===== config.mk =====
export PLATFORM = sky130hd
export DESIGN_NAME = skintone_pixel_issuer
export DESIGN_NICKNAME = d
export VERILOG_FILES = /design/src/rtl/skintone_pixel_issuer_pkg.sv /design/src/rtl/skintone_score_fifo.sv /design/src/rtl/skintone_pixel_issuer.sv
export SDC_FILE = /design/constraint.sdc
export NUM_CORES = 1
export LEC_CHECK = 0
export CAP_MARGIN = 20
export CELL_PAD_IN_SITES_DETAIL_PLACEMENT = 1
export CELL_PAD_IN_SITES_GLOBAL_PLACEMENT = 1
export CORE_UTILIZATION = 24
export DETAILED_ROUTE_END_ITERATION = 16
export GPL_ROUTABILITY_DRIVEN = 0
export MAX_ROUTING_LAYER = met4
export PLACE_DENSITY_LB_ADDON = 0.1
export SYNTH_ARGS = -nofsm -noshare
export SYNTH_HDL_FRONTEND = slang
export SYNTH_HIERARCHICAL = 1
export SYNTH_SLANG_ARGS = --single-unit
export TNS_END_PERCENT = 1

===== constraint.sdc =====
create_clock -name clk -period 4.85 [get_ports clk]
set_clock_uncertainty 0.05 [all_clocks]
set_input_delay 0.97 -clock clk [delete_from_list [all_inputs] [get_ports clk]]
set_output_delay 0.97 -clock clk [all_outputs]
set_load 0.02 [all_outputs]

===== src/rtl/skintone_pixel_issuer_pkg.sv =====
// Shared widths, pixel field offsets, score fixed-point format and issuer state encoding.
// SKINTONE_STATS_EN adds the statistics counter width used by the optional skin_count port.
package skintone_pixel_issuer_pkg;

  // Pixel is packed {Y, Cr, Cb}, 8 bits per channel, Cb in the low byte.
  localparam int CHAN_W = 8;
  localparam int CB_LSB = 0;
  localparam int CR_LSB = CB_LSB + CHAN_W;
  localparam int Y_LSB  = CR_LSB + CHAN_W;
  localparam int PIX_W  = Y_LSB + CHAN_W;

  // Skin score is an unsigned Q0.8 likelihood; zero means "not skin".
  localparam int SCORE_FRAC_BITS = 8;
  localparam int SCORE_W         = SCORE_FRAC_BITS;

`ifdef SKINTONE_STATS_EN
  localparam int STAT_W = 32;
`endif

  typedef enum logic [1:0] {
    ST_IDLE  = 2'd0,
    ST_RUN   = 2'd1,
    ST_DRAIN = 2'd2
  } issuer_state_e;

endpackage


===== src/rtl/skintone_score_fifo.sv =====
// Result FIFO for returned skin scores: wrap-around pointers, show-ahead head, occupancy count.
// Simultaneous push and pop is legal at any occupancy, including full.
module skintone_score_fifo
  import skintone_pixel_issuer_pkg::*;
#(
  parameter int DEPTH = 32
) (
  input  logic                     clk,
  input  logic                     rst,
  input  logic                     push,
  input  logic [SCORE_W-1:0]       din,
  input  logic                     pop,
  output logic [SCORE_W-1:0]       dout,
  output logic                     empty,
  output logic [$clog2(DEPTH):0]   count
);

  localparam int AW = $clog2(DEPTH);

  logic [SCORE_W-1:0] r_mem [DEPTH];
  logic [AW-1:0]      r_wr_ptr;
  logic [AW-1:0]      r_rd_ptr;
  logic [AW:0]        r_count;
  logic               w_full;
  logic               w_do_push;
  logic               w_do_pop;

  assign empty     = (r_count == '0);
  assign w_full    = (r_count == (AW+1)'(DEPTH));
  assign w_do_pop  = pop && !empty;
  // A full FIFO still accepts a push when the head leaves in the same cycle.
  assign w_do_push = push && (!w_full || w_do_pop);

  always_ff @(posedge clk) begin
    if (w_do_push) begin
      r_mem[r_wr_ptr] <= din;
    end
  end

  always_ff @(posedge clk) begin
    if (rst) begin
      r_wr_ptr <= '0;
      r_rd_ptr <= '0;
      r_count  <= '0;
    end else begin
      if (w_do_push) begin
        r_wr_ptr <= r_wr_ptr + 1'b1;
      end
      if (w_do_pop) begin
        r_rd_ptr <= r_rd_ptr + 1'b1;
      end
      case ({w_do_push, w_do_pop})
        2'b10:   r_count <= r_count + 1'b1;
        2'b01:   r_count <= r_count - 1'b1;
        default: r_count <= r_count;
      endcase
    end
  end

  // Stale RAM contents are masked so the output reads zero whenever nothing is buffered.
  assign dout  = empty ? '0 : r_mem[r_rd_ptr];
  assign count = r_count;

endmodule


===== src/rtl/skintone_pixel_issuer.sv =====
// Issues host pixels to a fixed-latency skin-score datapath and buffers returned scores.
// Optional feature: define SKINTONE_STATS_EN to add the skin_count statistics output.
module skintone_pixel_issuer
  import skintone_pixel_issuer_pkg::*;
#(
  parameter int FIFO_DEPTH = 32,
  parameter int DP_LATENCY = 16
) (
  input  logic                 clk,
  input  logic                 rst,
  input  logic                 enable,
  input  logic                 flush,
  input  logic [PIX_W-1:0]     s_pixel,
  input  logic                 s_valid,
  output logic                 s_ready,
  output logic [PIX_W-1:0]     dp_pixel,
  output logic                 dp_valid,
  input  logic [SCORE_W-1:0]   dp_result,
  input  logic                 dp_result_valid,
  output logic [SCORE_W-1:0]   m_score,
  output logic                 m_valid,
  input  logic                 m_ready,
  output logic                 busy,
  output logic                 flush_done,
  output logic                 protocol_err
`ifdef SKINTONE_STATS_EN
  ,
  output logic [STAT_W-1:0]    skin_count
`endif
);

  localparam int CNT_W = $clog2(FIFO_DEPTH) + 1;

  generate
    if (FIFO_DEPTH < 2 * DP_LATENCY || (FIFO_DEPTH & (FIFO_DEPTH - 1)) != 0) begin : g_bad_depth
      $error("FIFO_DEPTH must be a power of two and at least 2*DP_LATENCY");
    end
  endgenerate

  issuer_state_e      r_state;
  issuer_state_e      w_state_next;
  logic [CNT_W-1:0]   r_inflight;
  logic [CNT_W-1:0]   w_fifo_count;
  logic [CNT_W:0]     w_committed;
  logic               r_dp_valid;
  logic [PIX_W-1:0]   r_dp_pixel;
  logic               r_protocol_err;
  logic               w_hs;
  logic               w_fifo_push;
  logic               w_fifo_pop;
  logic               w_fifo_empty;
  logic               w_stray;
  logic               w_drained;

  // A pixel accepted last cycle is not yet in r_inflight, so it is reserved via r_dp_valid.
  assign w_committed = {1'b0, r_inflight} + {1'b0, w_fifo_count} + {{CNT_W{1'b0}}, r_dp_valid};
  assign s_ready     = (r_state == ST_RUN) && (w_committed < (CNT_W+1)'(FIFO_DEPTH));
  assign w_hs        = s_valid && s_ready;
  assign w_fifo_push = dp_result_valid && (r_inflight != '0);
  assign w_stray     = dp_result_valid && (r_inflight == '0);
  assign w_fifo_pop  = m_valid && m_ready;
  assign w_drained   = (r_inflight == '0) && w_fifo_empty && !r_dp_valid;

  always_ff @(posedge clk) begin
    if (rst) begin
      r_state <= ST_IDLE;
    end else begin
      r_state <= w_state_next;
    end
  end

  always_comb begin
    w_state_next = r_state;
    case (r_state)
      ST_IDLE:  if (enable)    w_state_next = ST_RUN;
      ST_RUN:   if (flush)     w_state_next = ST_DRAIN;
      ST_DRAIN: if (w_drained) w_state_next = ST_IDLE;
      default:                 w_state_next = ST_IDLE;
    endcase
  end

  assign busy       = (r_state != ST_IDLE);
  assign flush_done = (r_state == ST_DRAIN) && w_drained;

  always_ff @(posedge clk) begin
    if (rst) begin
      r_dp_valid <= 1'b0;
      r_dp_pixel <= '0;
    end else begin
      r_dp_valid <= w_hs;
      if (w_hs) begin
        r_dp_pixel <= s_pixel;
      end
    end
  end

  assign dp_valid = r_dp_valid;
  assign dp_pixel = r_dp_pixel;

  always_ff @(posedge clk) begin
    if (rst) begin
      r_inflight <= '0;
    end else begin
      case ({r_dp_valid, w_fifo_push})
        2'b10:   r_inflight <= r_inflight + 1'b1;
        2'b01:   r_inflight <= r_inflight - 1'b1;
        default: r_inflight <= r_inflight;
      endcase
    end
  end

  // A result with nothing outstanding is dropped and latched as an error until reset.
  always_ff @(posedge clk) begin
    if (rst) begin
      r_protocol_err <= 1'b0;
    end else if (w_stray) begin
      r_protocol_err <= 1'b1;
    end
  end

  assign protocol_err = r_protocol_err;

  skintone_score_fifo #(
    .DEPTH (FIFO_DEPTH)
  ) u_fifo (
    .clk   (clk),
    .rst   (rst),
    .push  (w_fifo_push),
    .din   (dp_result),
    .pop   (w_fifo_pop),
    .dout  (m_score),
    .empty (w_fifo_empty),
    .count (w_fifo_count)
  );

  assign m_valid = !w_fifo_empty;

`ifdef SKINTONE_STATS_EN
  logic [STAT_W-1:0] r_skin_count;

  always_ff @(posedge clk) begin
    if (rst) begin
      r_skin_count <= '0;
    end else if (w_fifo_pop && (m_score != '0) && (r_skin_count != '1)) begin
      r_skin_count <= r_skin_count + 1'b1;
    end
  end

  assign skin_count = r_skin_count;
`endif

endmodule


; ---- Word-level counts from Yosys, hierarchy flattened
; Memories as Yosys holds them, arrays and structs flattened. A register that Yosys moved wholly into a read port is not among the register bits.
; Index checks and enable logic that the tools add are counted.
[word_totals]
memories = 1
out_inout_bits = 38
ramBits = 256
register_bits = 50
input_bits = 39
[op_classes]
n_addsub = 8
eq_ne = 10
order_cmp = 1
reduce_logical = 22
muxes = 11
[mem_list]
columns = name, depth, width, read_ports, rd_ports_with_merged_regs, write_ports, line_no
row1 = u_fifo.r_mem, 32, 8, 1, 1, 1, skintone_score_fifo.sv:20  ; logic [SCORE_W-1:0] r_mem [DEPTH];
[ops]
columns = cell, count
row1 = $pmux 6 s2, 2
row2 = $add 6x1->6 const B, 2
row3 = $logic_not 6->1, 2
row4 = $sub 6x1->6 const B, 2
row5 = $add 5x1->5 const B, 2
row6 = $logic_and 1x1->1, 10
row7 = $mux 5, 2
row8 = $mux 8, 1
row9 = $add 6x6->7, 1
row10 = $add 7x1->7, 1
row11 = $lt 7x6->1 const B, 1
row12 = $eq 2x1->1 const B, 3
row13 = $eq 2x2->1 const B, 3
row14 = $eq 6x6->1 const B, 1
row15 = $mux 2, 3
row16 = $ne 2x2->1 const B, 3
row17 = $pmux 2 s3, 1
row18 = $reduce_bool 2->1, 3
row19 = $reduce_bool 6->1, 1
row20 = $logic_not 1->1, 3
row21 = $reduce_and 3->1, 1
row22 = $logic_not 2->1, 1
row23 = $mux 1, 2
row24 = $logic_or 1x1->1, 1

; ---- Logic depth before layout (Yosys ltp)
[depth]
ltp_word = 8
ltp_mapped = 15

; ---- By module
; Netlist, hierarchy kept.
[by_module_without_submodules]
columns = module, seq_area_each_um2, instances, area_per_inst_um2, cells_each
row1 = skintone_score_fifo, 8107.8, 1, 11103.1, 565
row2 = skintone_pixel_issuer, 680.7, 1, 1879.3, 202

; ---- Worst setup path after synthesis
; OpenSTA, ideal clock, no wires.
[synth_path]
path_kind = flip-flop to flip-flop
start = register u_fifo.r_count[4] (netlist: u_fifo/count[4])
end = register u_fifo.r_count[5] (netlist: u_fifo/count[5])
synth_period_minus_slack_ns = 3.489
t_arrival_ns = 3.365
setup_time_ns = 0.074
stages_incl_launch_ff = 16
slack_ns = 1.361
cell_sequence = dfxtp_1 -> or4_4 -> or3_1 -> buf_6 -> clkinv_4 -> buf_12 -> nor2b_1 -> buf_1 -> nand3_4 -> inv_1 -> ha_1 -> and3_1 -> a2111o_1 -> o31ai_1 -> a21oi_1 -> a31oi_1
[synth_between]
elab_chain_len = 8
elab_cells_between_ends = 14
[synth_rtl]
columns = element, line_no
row1 = "start, declared", skintone_score_fifo.sv:23  ; logic [AW:0] r_count;
row2 = "start signal, assigned", skintone_score_fifo.sv:53  ; 2'b10: r_count <= r_count + 1'b1;
row3 = "start signal, assigned", skintone_score_fifo.sv:54  ; 2'b01: r_count <= r_count - 1'b1;
row4 = "start signal, assigned", skintone_score_fifo.sv:55  ; default: r_count <= r_count;
row5 = $logic_not 6->1 (*), skintone_score_fifo.sv:28  ; assign empty = (r_count == '0);
row6 = named net w_fifo_empty, skintone_pixel_issuer.sv:51  ; logic w_fifo_empty;
row7 = $logic_not 1->1 (*), skintone_pixel_issuer.sv:136  ; assign m_valid = !w_fifo_empty;
row8 = $logic_and 1x1->1 (*), skintone_pixel_issuer.sv:61  ; assign w_fifo_pop = m_valid && m_ready;
row9 = named net w_fifo_pop, skintone_pixel_issuer.sv:50  ; logic w_fifo_pop;
row10 = $logic_and 1x1->1 (*), skintone_score_fifo.sv:30  ; assign w_do_pop = pop && !empty;
row11 = $logic_or 1x1->1, skintone_score_fifo.sv:32  ; assign w_do_push = push && (!w_full || w_do_pop);
row12 = $logic_and 1x1->1, skintone_score_fifo.sv:32
row13 = $eq 2x1->1 or $eq 2x2->1 (tied branches), skintone_score_fifo.sv:52  ; case ({w_do_push, w_do_pop})
row14 = $pmux 6 s2 or $reduce_bool 2->1 (tied branches), n/a
; Mark *: on every way through the listed nets, which the timed path passes. The rest lies on a longest branch.
; A chain may end at the register's enable or synchronous reset.

==> metrics.cfg <==
[synth]
synthAdderAreaFrac=0.0189
synth_edf_count=256
synth-simple-area-share=0.0777
synth_top_family_by_area=multiplexers
synthMuxAreaShare=0.151
yosysUniqueCellTypes=64
synth_area_mm2=0.0130
yosysTopAreaCellShare=0.592
ys_ff_latch=311
syn_nets=825
synth_seq_area_share=0.677
synth_ff_type=edfxtp_1
yosys-top-cells-area=edfxtp_1 59%, mux4_2 12%, dfxtp_1 8.5%, nand2b_1 2.6%, mux2i_1 2.4%
synthesis.area_per_instance_um2=16.9
synthArstFlopShare=0
synth_xor_area_frac=0.0108
yosys.area.top_type=edfxtp_1
synth_compound_area_frac=0.0389
yosysWarnings=6
netlist_instances=767

[drt]
drtPass1Iterations=5
drt-initial-drc-count=284
wirelength_mm=34.8
dr_total_vias=7099
viasPerCell=4.41
drc=0
wire_per_inst_um=21.6
ant_nets=0

[hold_path]
hold_class=reg2reg
hp-start=dp_pixel[13]
min_to=dp_pixel[13]
whs_path_depth=2

[setup_path]
slowest_stage=a2111oi_0
cp.arrival_ns=3.49
r2r_setup_slack_ns=0.84
path_max_fanout=15
crit_type=reg2out
cpPeakStageDelay_ns=0.66
r2r-start=u_fifo/count[4]
cp_common_cell=a2111oi_0
r2r_cells=13
crit_required_ns=3.83
crit_path_end_kind=output port
crit_chain=buf_12 -> mux4_2 -> nor2b_1 -> a2111oi_0 -> a2111oi_0 -> clkdlybuf4s50_1
cp-start-kind=register
r2r-end=u_fifo/count[5]

[sta]
hold_viol=0
setup_viol=0
fmax_mhz=222
tns_ns=0
rsz0062_at_grt=false
post-route-period-util=0.929
drv_slew=0
slew_headroom=0.369
tightest_slew_ns=0.943
finalCriticalPeriod_ns=4.51

[floorplan]
die_area_mm2=0.0550
num_rows=84
die_x_um=235
core_mm2=0.0530
ioPinCount=77
start_util=0.245
die_h_um=235

[grt]
met2_usage=0.222
grt_usage=0.135
busiest_layer=met2
grt_pass1_vias=7897
grt_pass1_wl_mm=52.1
antenna_found_initial=1
grt_max_degree=68
grt_use_met1=0.167
grt_overflow=0
use_met3=0.0305

[clocking]
clk_pin_slew_ns=0.05
root_buffer=clkbuf_16
h-tree-depth=2
clk_latency_ns=0.55
clk_path_buf_depth=3
hold_buffers=0
cts_buffers=40
clock-sinks=311
cts_tree=done

[place]
hpwlAfterDp_mm=22.7
port-buffer-count=76
place_area_mm2=0.0148

[pwr]
p_leak_nw=5.12
ir_worst_vdd_uv=197
powerDensity_mw_per_mm2=433

[final_layout]
drive_gt1_frac=0.218
nets=952
area_delta_synth_final_pct=23.8
post-route-cell-area_mm2=0.0161
n_antenna_cell=0

[status]
outcome=complete, no violations

[run]
maxCapViolCount=0

kinds of logic (layout without fill, tap and decap cells):
kind of cell             count (synthesis)  count (layout)
AO/OA/AOI/OAI                           67              67
AND/OR/NAND/NOR                        184             184
adder cells (fa/ha/maj)                 19              19
multiplexers                           105             105
XOR/XNOR                                16              16
buffers and inverters                   65             221
flip-flops                             311             311
cell usage after synthesis (5+ instances only):
master and n:
buf_4 6, xor2_1 11, buf_2 10, mux2i_1 31
inv_1 19, nand2_1 13, ha_1 18, nand2b_1 54
or3_1 5, nand3_1 8, dfxtp_1 55, nor2b_1 16
xnor2_1 5, o21ai_0 7, clkbuf_1 21, mux4_2 72
o22ai_1 7, a21oi_1 15, nor2_1 55, edfxtp_1 256
a2111oi_0 14
final cells by class:
type                            instances  area (um^2)
Fill cell                            5485        36900
Clock inverter                         20          176
Clock buffer                           51         1060
Tap cell                              688          861
Sequential cell                       311         8790
Multi-Input combinational cell        391         3850
Inverter                               20         80.1
Timing Repair Buffer                  130         1240
per-layer routing:
layer / up-vias / wire, um
met4: 0 / 600
met5: - / 0
met1: 3678 / 15400
met2: 131 / 17000
li1: 3242 / -
met3: 48 / 1840
layout by cell type (no fill, tap or decap), types with 3 or more instances in the layout:
cell,n
ha_1,18
a31oi_1,4
or3_1,5
clkinv_2,5
nor3_1,4
o22ai_1,7
buf_12,3
nand2_1,13
a21oi_1,15
nand3b_1,4
clkinv_1,8
clkbuf_1,9
nand4_1,4
xor2_1,11
nand2b_1,54
xnor2_1,5
nand3_1,8
a2111oi_0,13
o21ai_0,7
clkbuf_16,40
mux2i_1,31
nor2b_1,16
buf_4,49
mux4_2,72
edfxtp_1,256
nor2_1,55
and2_1,3
dfxtp_1,53
clkdlybuf4s50_1,75
inv_1,19
how the worst max path moves through the flow:
stage	startpoint	end	slack (ns)	cells after the start
3_5_place_dp	register	m_score[2]	0.61	6
3_3_place_gp	register	m_score[2]	0.67	6
4_1_cts	register	m_score[2]	0.19	6
2_1_floorplan	u_fifo/count[4]	u_fifo/count[5]	1.36	15
5_1_grt	register	m_score[2]	0.10	6
6_report	register	m_score[2]	0.34	6
power by group:
group,internal [W],total (W),switching (W)
Sequential,0.00296,0.00304,0.0000760
Combinational,0.000469,0.00111,0.000642
Clock,0.00166,0.00280,0.00114
sequential cells by signal (all words and copies together) (netlist names), 2 cells and up, named ones only:
name             flops
dp_pixel            24
u_fifo/r_wr_ptr      5
u_fifo/r_rd_ptr      5
u_fifo/r_mem       256
u_fifo/count         6
r_state              2
r_inflight           6
stage by stage:
step	power (W)	instances	utilization	setup WS, ns	hold WS [ns]
after CTS	0.00709	1609	0.302	0.188	0.429
after global placement	0.00418	1537	0.278	0.666	0.411
after detailed placement	0.00422	1537	0.278	0.610	0.413
after floorplan	0.00382	767	-	1.36	0.396
final	0.00695	1611	0.303	0.343	0.419
after global routing	0.00727	1611	0.303	0.105	0.438
critical path: cells and delay by family, from the launching register on:
kind,cells,cell delay [ns]
flops,1,0.60
compound gates,2,0.85
mux,1,0.51
buf+inv,2,0.82
simple gates,1,0.14
timing repair:
action / CTS / global route
setup buffers: 1 / 0
setup endpoints to repair: 1 / 1
resized for setup: 0 / 1
cloned: 0 / 0
Power figures use the tool's default switching activity.
